===== src/rtl/decodificador_pt2272.sv =====
// PT2272-style receiver: decodes the PT2262 serial line into 8 trinary address symbols and
// 4 data bits; D is latched and vt raised after two identical, address-matched frames.
module decodificador_pt2272 #(
    parameter int CLK_PER_CHIP = 250
) (
    input  logic       clk,
    input  logic       reset_n,
    input  logic       cod_i,
    input  logic [7:0] A_01,
    input  logic [7:0] A_F,
    output logic [3:0] D,
    output logic       vt,
    output logic       frame_ok,
    output logic       frame_err,
    output logic [1:0] dbg_state
);
    localparam int T_VT_TO = 1024 * CLK_PER_CHIP;
    localparam int TO_W    = $clog2(T_VT_TO + 1);
    localparam logic [15:0]     T_SHORT_MAX = 16'(8 * CLK_PER_CHIP);
    localparam logic [15:0]     T_LONG_MAX  = 16'(16 * CLK_PER_CHIP);
    localparam logic [15:0]     T_SYNC_MIN  = 16'(64 * CLK_PER_CHIP);
    localparam logic [TO_W-1:0] T_VT_TO_C   = TO_W'(T_VT_TO);

    typedef enum logic [1:0] {
        HUNT      = 2'd0,
        RX        = 2'd1,
        SYNC_WAIT = 2'd2
    } state_t;

    state_t          state;
    logic            cod_meta, cod_sync, cod_prev;
    logic [15:0]     hi_cnt, lo_cnt;
    logic [4:0]      half_idx;
    logic [23:0]     half_bits;
    logic [23:0]     cand;
    logic            cand_valid;
    logic            seen_sync;
    logic [TO_W-1:0] to_cnt;

    logic       rise, fall, gap, timeout;
    logic       pulse_is_l, pulse_too_long, first_half;
    logic       rx_err, sw_err, frame_end;
    logic       addr_match;
    logic [3:0] rx_data;

    assign rise      = cod_sync & ~cod_prev;
    assign fall      = ~cod_sync & cod_prev;
    assign gap       = ~cod_sync && (lo_cnt == T_SYNC_MIN);
    assign timeout   = (to_cnt == T_VT_TO_C);
    assign rx_data   = {half_bits[22], half_bits[20], half_bits[18], half_bits[16]};
    assign dbg_state = state;

    // hi_cnt holds the finished pulse width during the fall cycle, then restarts.
    always_ff @(posedge clk or negedge reset_n) begin
        if (!reset_n) begin
            cod_meta <= 1'b0;
            cod_sync <= 1'b0;
            cod_prev <= 1'b0;
            hi_cnt   <= '0;
            lo_cnt   <= '0;
        end else begin
            cod_meta <= cod_i;
            cod_sync <= cod_meta;
            cod_prev <= cod_sync;
            if (fall)
                hi_cnt <= '0;
            else if (cod_sync && hi_cnt != 16'hFFFF)
                hi_cnt <= hi_cnt + 16'd1;
            if (rise)
                lo_cnt <= '0;
            else if (!cod_sync && lo_cnt != 16'hFFFF)
                lo_cnt <= lo_cnt + 16'd1;
        end
    end

    always_comb begin
        pulse_is_l     = (hi_cnt >= T_SHORT_MAX);
        pulse_too_long = (hi_cnt >= T_LONG_MAX);
        first_half     = half_bits[{half_idx[4:1], 1'b0}];
        rx_err         = 1'b0;
        sw_err         = 1'b0;
        frame_end      = 1'b0;
        case (state)
            RX: begin
                // Second half of a symbol: LS is illegal, SL (F) is illegal in data symbols.
                if (fall)
                    rx_err = pulse_too_long ||
                             (half_idx[0] && (first_half ? !pulse_is_l
                                                         : (pulse_is_l && half_idx >= 5'd16)));
                else if (gap)
                    rx_err = 1'b1;
            end
            SYNC_WAIT: begin
                if (fall)
                    sw_err = pulse_is_l;
                else if (rise && seen_sync)
                    sw_err = 1'b1;
                else if (gap) begin
                    if (seen_sync)
                        frame_end = 1'b1;
                    else
                        sw_err = 1'b1;
                end
            end
            default: ;
        endcase
    end

    // Local pin setting as a half pair {second, first}: 0=SS, 1=LL, F=SL.
    always_comb begin
        logic [1:0] exp_pair;
        exp_pair   = 2'b00;
        addr_match = 1'b1;
        for (int k = 0; k < 8; k++) begin
            exp_pair = A_F[k] ? 2'b10 : (A_01[k] ? 2'b11 : 2'b00);
            if ({half_bits[2*k+1], half_bits[2*k]} != exp_pair)
                addr_match = 1'b0;
        end
    end

    always_ff @(posedge clk or negedge reset_n) begin
        if (!reset_n)
            to_cnt <= '0;
        else if (frame_end && addr_match)
            to_cnt <= '0;
        else if (!timeout)
            to_cnt <= to_cnt + TO_W'(1);
    end

    always_ff @(posedge clk or negedge reset_n) begin
        if (!reset_n) begin
            state      <= HUNT;
            half_idx   <= '0;
            half_bits  <= '0;
            cand       <= '0;
            cand_valid <= 1'b0;
            seen_sync  <= 1'b0;
            D          <= '0;
            vt         <= 1'b0;
            frame_ok   <= 1'b0;
            frame_err  <= 1'b0;
        end else begin
            frame_ok  <= 1'b0;
            frame_err <= 1'b0;
            if (timeout && !frame_end) begin
                vt         <= 1'b0;
                cand_valid <= 1'b0;
            end
            if (rx_err || sw_err) begin
                frame_err  <= 1'b1;
                vt         <= 1'b0;
                cand_valid <= 1'b0;
                state      <= HUNT;
            end else begin
                case (state)
                    HUNT: begin
                        if (gap) begin
                            state    <= RX;
                            half_idx <= '0;
                        end
                    end
                    RX: begin
                        if (fall) begin
                            half_bits[half_idx] <= pulse_is_l;
                            if (half_idx == 5'd23) begin
                                state     <= SYNC_WAIT;
                                seen_sync <= 1'b0;
                            end else begin
                                half_idx <= half_idx + 5'd1;
                            end
                        end
                    end
                    SYNC_WAIT: begin
                        if (fall) begin
                            seen_sync <= 1'b1;
                        end else if (frame_end) begin
                            // The gap that closes this frame is the sync of the next one.
                            frame_ok  <= 1'b1;
                            state     <= RX;
                            half_idx  <= '0;
                            seen_sync <= 1'b0;
                            if (addr_match && cand_valid && half_bits == cand) begin
                                D  <= rx_data;
                                vt <= 1'b1;
                            end else begin
                                cand       <= half_bits;
                                cand_valid <= addr_match;
                                vt         <= 1'b0;
                            end
                        end
                    end
                    default: state <= HUNT;
                endcase
            end
        end
    end

endmodule

===== config.mk =====
export PLATFORM = sky130hd
export DESIGN_NAME = decodificador_pt2272
export DESIGN_NICKNAME = d
export VERILOG_FILES = /design/src/rtl/decodificador_pt2272.sv
export SDC_FILE = /design/constraint.sdc
export NUM_CORES = 1
export LEC_CHECK = 0
export ABC_CLOCK_PERIOD_IN_PS = 2500
export BUFFER_PORTS_ARGS = -buffer_cell sky130_fd_sc_hd__buf_2
export CAP_MARGIN = 20
export CORE_UTILIZATION = 60
export CTS_CLUSTER_SIZE = 25
export DETAILED_ROUTE_END_ITERATION = 12
export PLACE_DENSITY = 0.84
export SYNTH_ARGS = -nofsm -noshare
export SYNTH_HDL_FRONTEND = slang
export SYNTH_SLANG_ARGS = --single-unit

===== constraint.sdc =====
create_clock -name clk -period 2.5 [get_ports clk]
set_input_delay 0.75 -clock clk [delete_from_list [all_inputs] [get_ports clk]]
set_output_delay 0.75 -clock clk [all_outputs]
set_load 0.01 [all_outputs]

==> flow_summary_export.csv <==
group,metric,value,unit
synthesis,ys_warn_count,0,
clock_network,clock_latency,0.53,ns
floorplanning,dieHeight,104,um
routing,drt_iter0_drc,339,
setup_path,crit_type,"flop to flop",
routing,wl_per_cell,18.2,um
routing,drc,0,
clock_network,cts_inserted_buffers,17,
clock_network,cts_root_buf,"clkbuf_8",
synthesis,syn_area,6280,um2
synthesis,synth_edf_count,0,
finish,nets,674,
sta,rsz0062_at_grt,"false",
synthesis,yosysSeqAreaShare,46.6,%
clock_network,cts_tree,"done",
synthesis,synth_xor_area_share,8.50,%
sta,period_needed,2.41,ns
sta,worst_pin_slew,0.676,ns
run,drv_cap,0,
clock_network,cts_sinks,117,
setup_path,start_kind,"flop",
global_route,grt_pass1_vias,4816,
power_and_ir_drop,clock_power_share,51.8,%
floorplanning,die_w,104,um
global_route,antenna_found_initial,0,
power_and_ir_drop,ir_worst_vdd,466,uV
finish,drive_gt1_share,24.2,%
synthesis,syn_inst,586,
global_route,grt_pass1_wl,24000,um
min_path,min_path_type,"input pin to asynchronous set/reset pin",
placed_design,placed_area,6750,um2
finish,antenna_cells,0,
routing,viasPerCell,6.08,
clock_network,post_cts_buffers,0,
setup_path,endpoint_kind,"flop",
power_and_ir_drop,p_leak,3.40,nW
power_and_ir_drop,swShare,22.5,%
sta,fmax,0.415,GHz
setup_path,critPathArrivalTime,2.82,ns
synthesis,synth.avg_cell_area,10.7,um2
finish,fin_cells,791,
floorplanning,dieArea,10900,um2
sta,setup_viol,0,
power_and_ir_drop,power_density,607,nW/um2
finish,final_area,7360,um2
synthesis,synthesis.nets,615,
synthesis,yosys.area_share.simple,20.3,%
synthesis,synth-main-ff-cell,"dfrtp_1",
power_and_ir_drop,p_switching,1.01,mW
synthesis,synth_top_family_by_area,"simple AND/OR/NAND/NOR gates",
clock_network,cts_buffer_depth,2,
synthesis,synth_seq_cells,117,
routing,detail-route-antenna-nets,0,
synthesis,synthArstFlopShare,100,%
synthesis,yosys.area_share.adder,1.99,%
placed_design,placed_cells,758,
synthesis,yosysTopAreaCellShare,46.6,%
synthesis,synth_compound_area_share,7.13,%
sta,slew_headroom,54.6,%
routing,num_vias,4812,
power_and_ir_drop,intPower,3.47,mW
placed_design,place_hpwl,9620,um
placed_design,portBuffers,27,
placed_design,gp_congestion,0.872,
synthesis,synth_most_common_cell,"dfrtp_1",
floorplanning,rows,36,
global_route,gr-total-overflow,0,
synthesis,synth.area.mux_share,12.2,%
routing,routed_wl,14400,um
routing,firstDrtPassIters,5,
sta,skew,0.00646,ns
power_and_ir_drop,share_comb_of_total_power,4.4,%
global_route,grt_max_degree,52,
synthesis,synth_common_cells,"117 x dfrtp_1, 55 x nor2_1, 47 x nand3_1, 32 x mux2_2, 32 x xnor2_1",
sta,fin_crit_sh,96.3,%
floorplanning,core_area,9950,um2
floorplanning,initial_core_util,63.1,%
clock_network,htree_levels,4,
setup_path,crit_fanout,7,
setup_path,required,2.91,ns
synthesis,post-synth-top-area-cell,"dfrtp_1",
power_and_ir_drop,p_seq_share,43.8,%
global_route,grtUsageTotal,28.2,%
power_and_ir_drop,total_power,4.47,mW
sta,timing.final.max_slew_violations,0,
floorplanning,ios,28,
finish,utilization,74.0,%
synthesis,yosysUniqueCellTypes,59,
finish,syn_to_final_growth,17.2,%
status,status,"finished clean",
synthesis,synth_area_leaders,"dfrtp_1 47%, mux2_2 5.7%, mux2_4 4.5%",
clock_network,clk_pin_slew,0.06,ns
sta,finalHoldViolations,0,
## through the flow
stage / setup WS [ns] / TNS, ns / hold WS (ns)
final: 0.0930 / 0 / 0.181
after global routing: 0.00696 / 0 / 0.211
after CTS: 0.0172 / 0 / 0.194
after detailed placement: -0.159 / -4.97 / 0.342
after global placement: -0.126 / -3.65 / 0.341
after floorplan: 0.0139 / 0 / 0.331
## power groups by stage
stage          registers (mW)  logic [mW]  clock network, mW
4_1_cts                  1.96       0.192               2.32
6_report                 1.96       0.195               2.32
5_1_grt                  1.96       0.225               2.41
3_3_place_gp             1.99       0.181                  0
2_1_floorplan            1.98      0.0923                  0
3_5_place_dp             1.99       0.190                  0
## area by class of cell
| class | instances | area (um2) |
|---|---|---|
| Clock buffer | 23 | 457 |
| Clock inverter | 9 | 103 |
| Fill cell | 657 | 2590 |
| Inverter | 18 | 67.6 |
| Multi-Input combinational cell | 429 | 3190 |
| Sequential cell | 117 | 2930 |
| Tap cell | 133 | 166 |
| Timing Repair Buffer | 62 | 449 |
## timing repair
item / 4_1_cts / 5_1_grt
resized for setup: 0 / 12
endpoints found under the setup margin: 0 / 59
hold buffers: 0 / 0
## routing by layer
layer	global-route usage, %	vias up	routed length (um)
met5	0	-	0
met4	11.6	0	278
met3	6.64	31	740
met2	44.8	149	7140
met1	37.1	2418	6250
li1	-	2214	-
## state kept, by name, summed over array words and instances (netlist names)
| name | cells |
|---|---|
| cand_valid | 1 |
| cod_sync | 1 |
| frame_err | 1 |
| cand | 24 |
| dbg_state | 2 |
| vt | 1 |
| D | 4 |
| half_bits | 24 |
| cod_prev | 1 |
| frame_ok | 1 |
| half_idx | 5 |
| lo_cnt | 16 |
| cod_meta | 1 |
| to_cnt | 18 |
| seen_sync | 1 |
| hi_cnt | 16 |
## cell usage in the layout (no fill, tap or decap), drive strengths merged, types with 18 or more instances in the layout
master	instances
buf	61
clkbuf	24
dfrtp	117
inv	18
mux2	53
nand2	31
nand3	48
nor2	55
nor3	20
xnor2	32
xor2	29
## path summary, 6_finish.rpt
check	endpoint	from	depth (start not counted)	slack (ns)
worst max-delay path	cand[23]	half_bits[10]	7	0.09
worst min-delay path	lo_cnt[6]	reset_n	1	0.18
worst max register to register	cand[23]	half_bits[10]	7	0.09
worst min register to register	cod_sync	cod_meta	0	0.35
max in group asynchronous	cand[20]	reset_n	2	1.67
min in group clk	cod_meta	cod_i	1	0.33
## kinds of logic (layout without fill, tap and decap cells)
| family | Yosys count | in the layout |
|---|---|---|
| flip-flops | 117 | 117 |
| AND/OR/NAND/NOR | 237 | 237 |
| AO/OA/AOI/OAI | 62 | 62 |
| buffers and inverters | 40 | 112 |
| adder cells (fa/ha/maj) | 10 | 10 |
| XOR/XNOR | 61 | 61 |
| multiplexers | 59 | 59 |
## critical path, cell delays in order, from the launching register on
cell and delay, ns:
dfrtp_1 0.50, a22o_1 0.20, o22ai_1 0.09, or4_4 0.58, nor4_4 0.30, nor2b_4 0.10, buf_4 0.19, mux2_4 0.31
No activity file was read; power rests on OpenSTA's default activity.
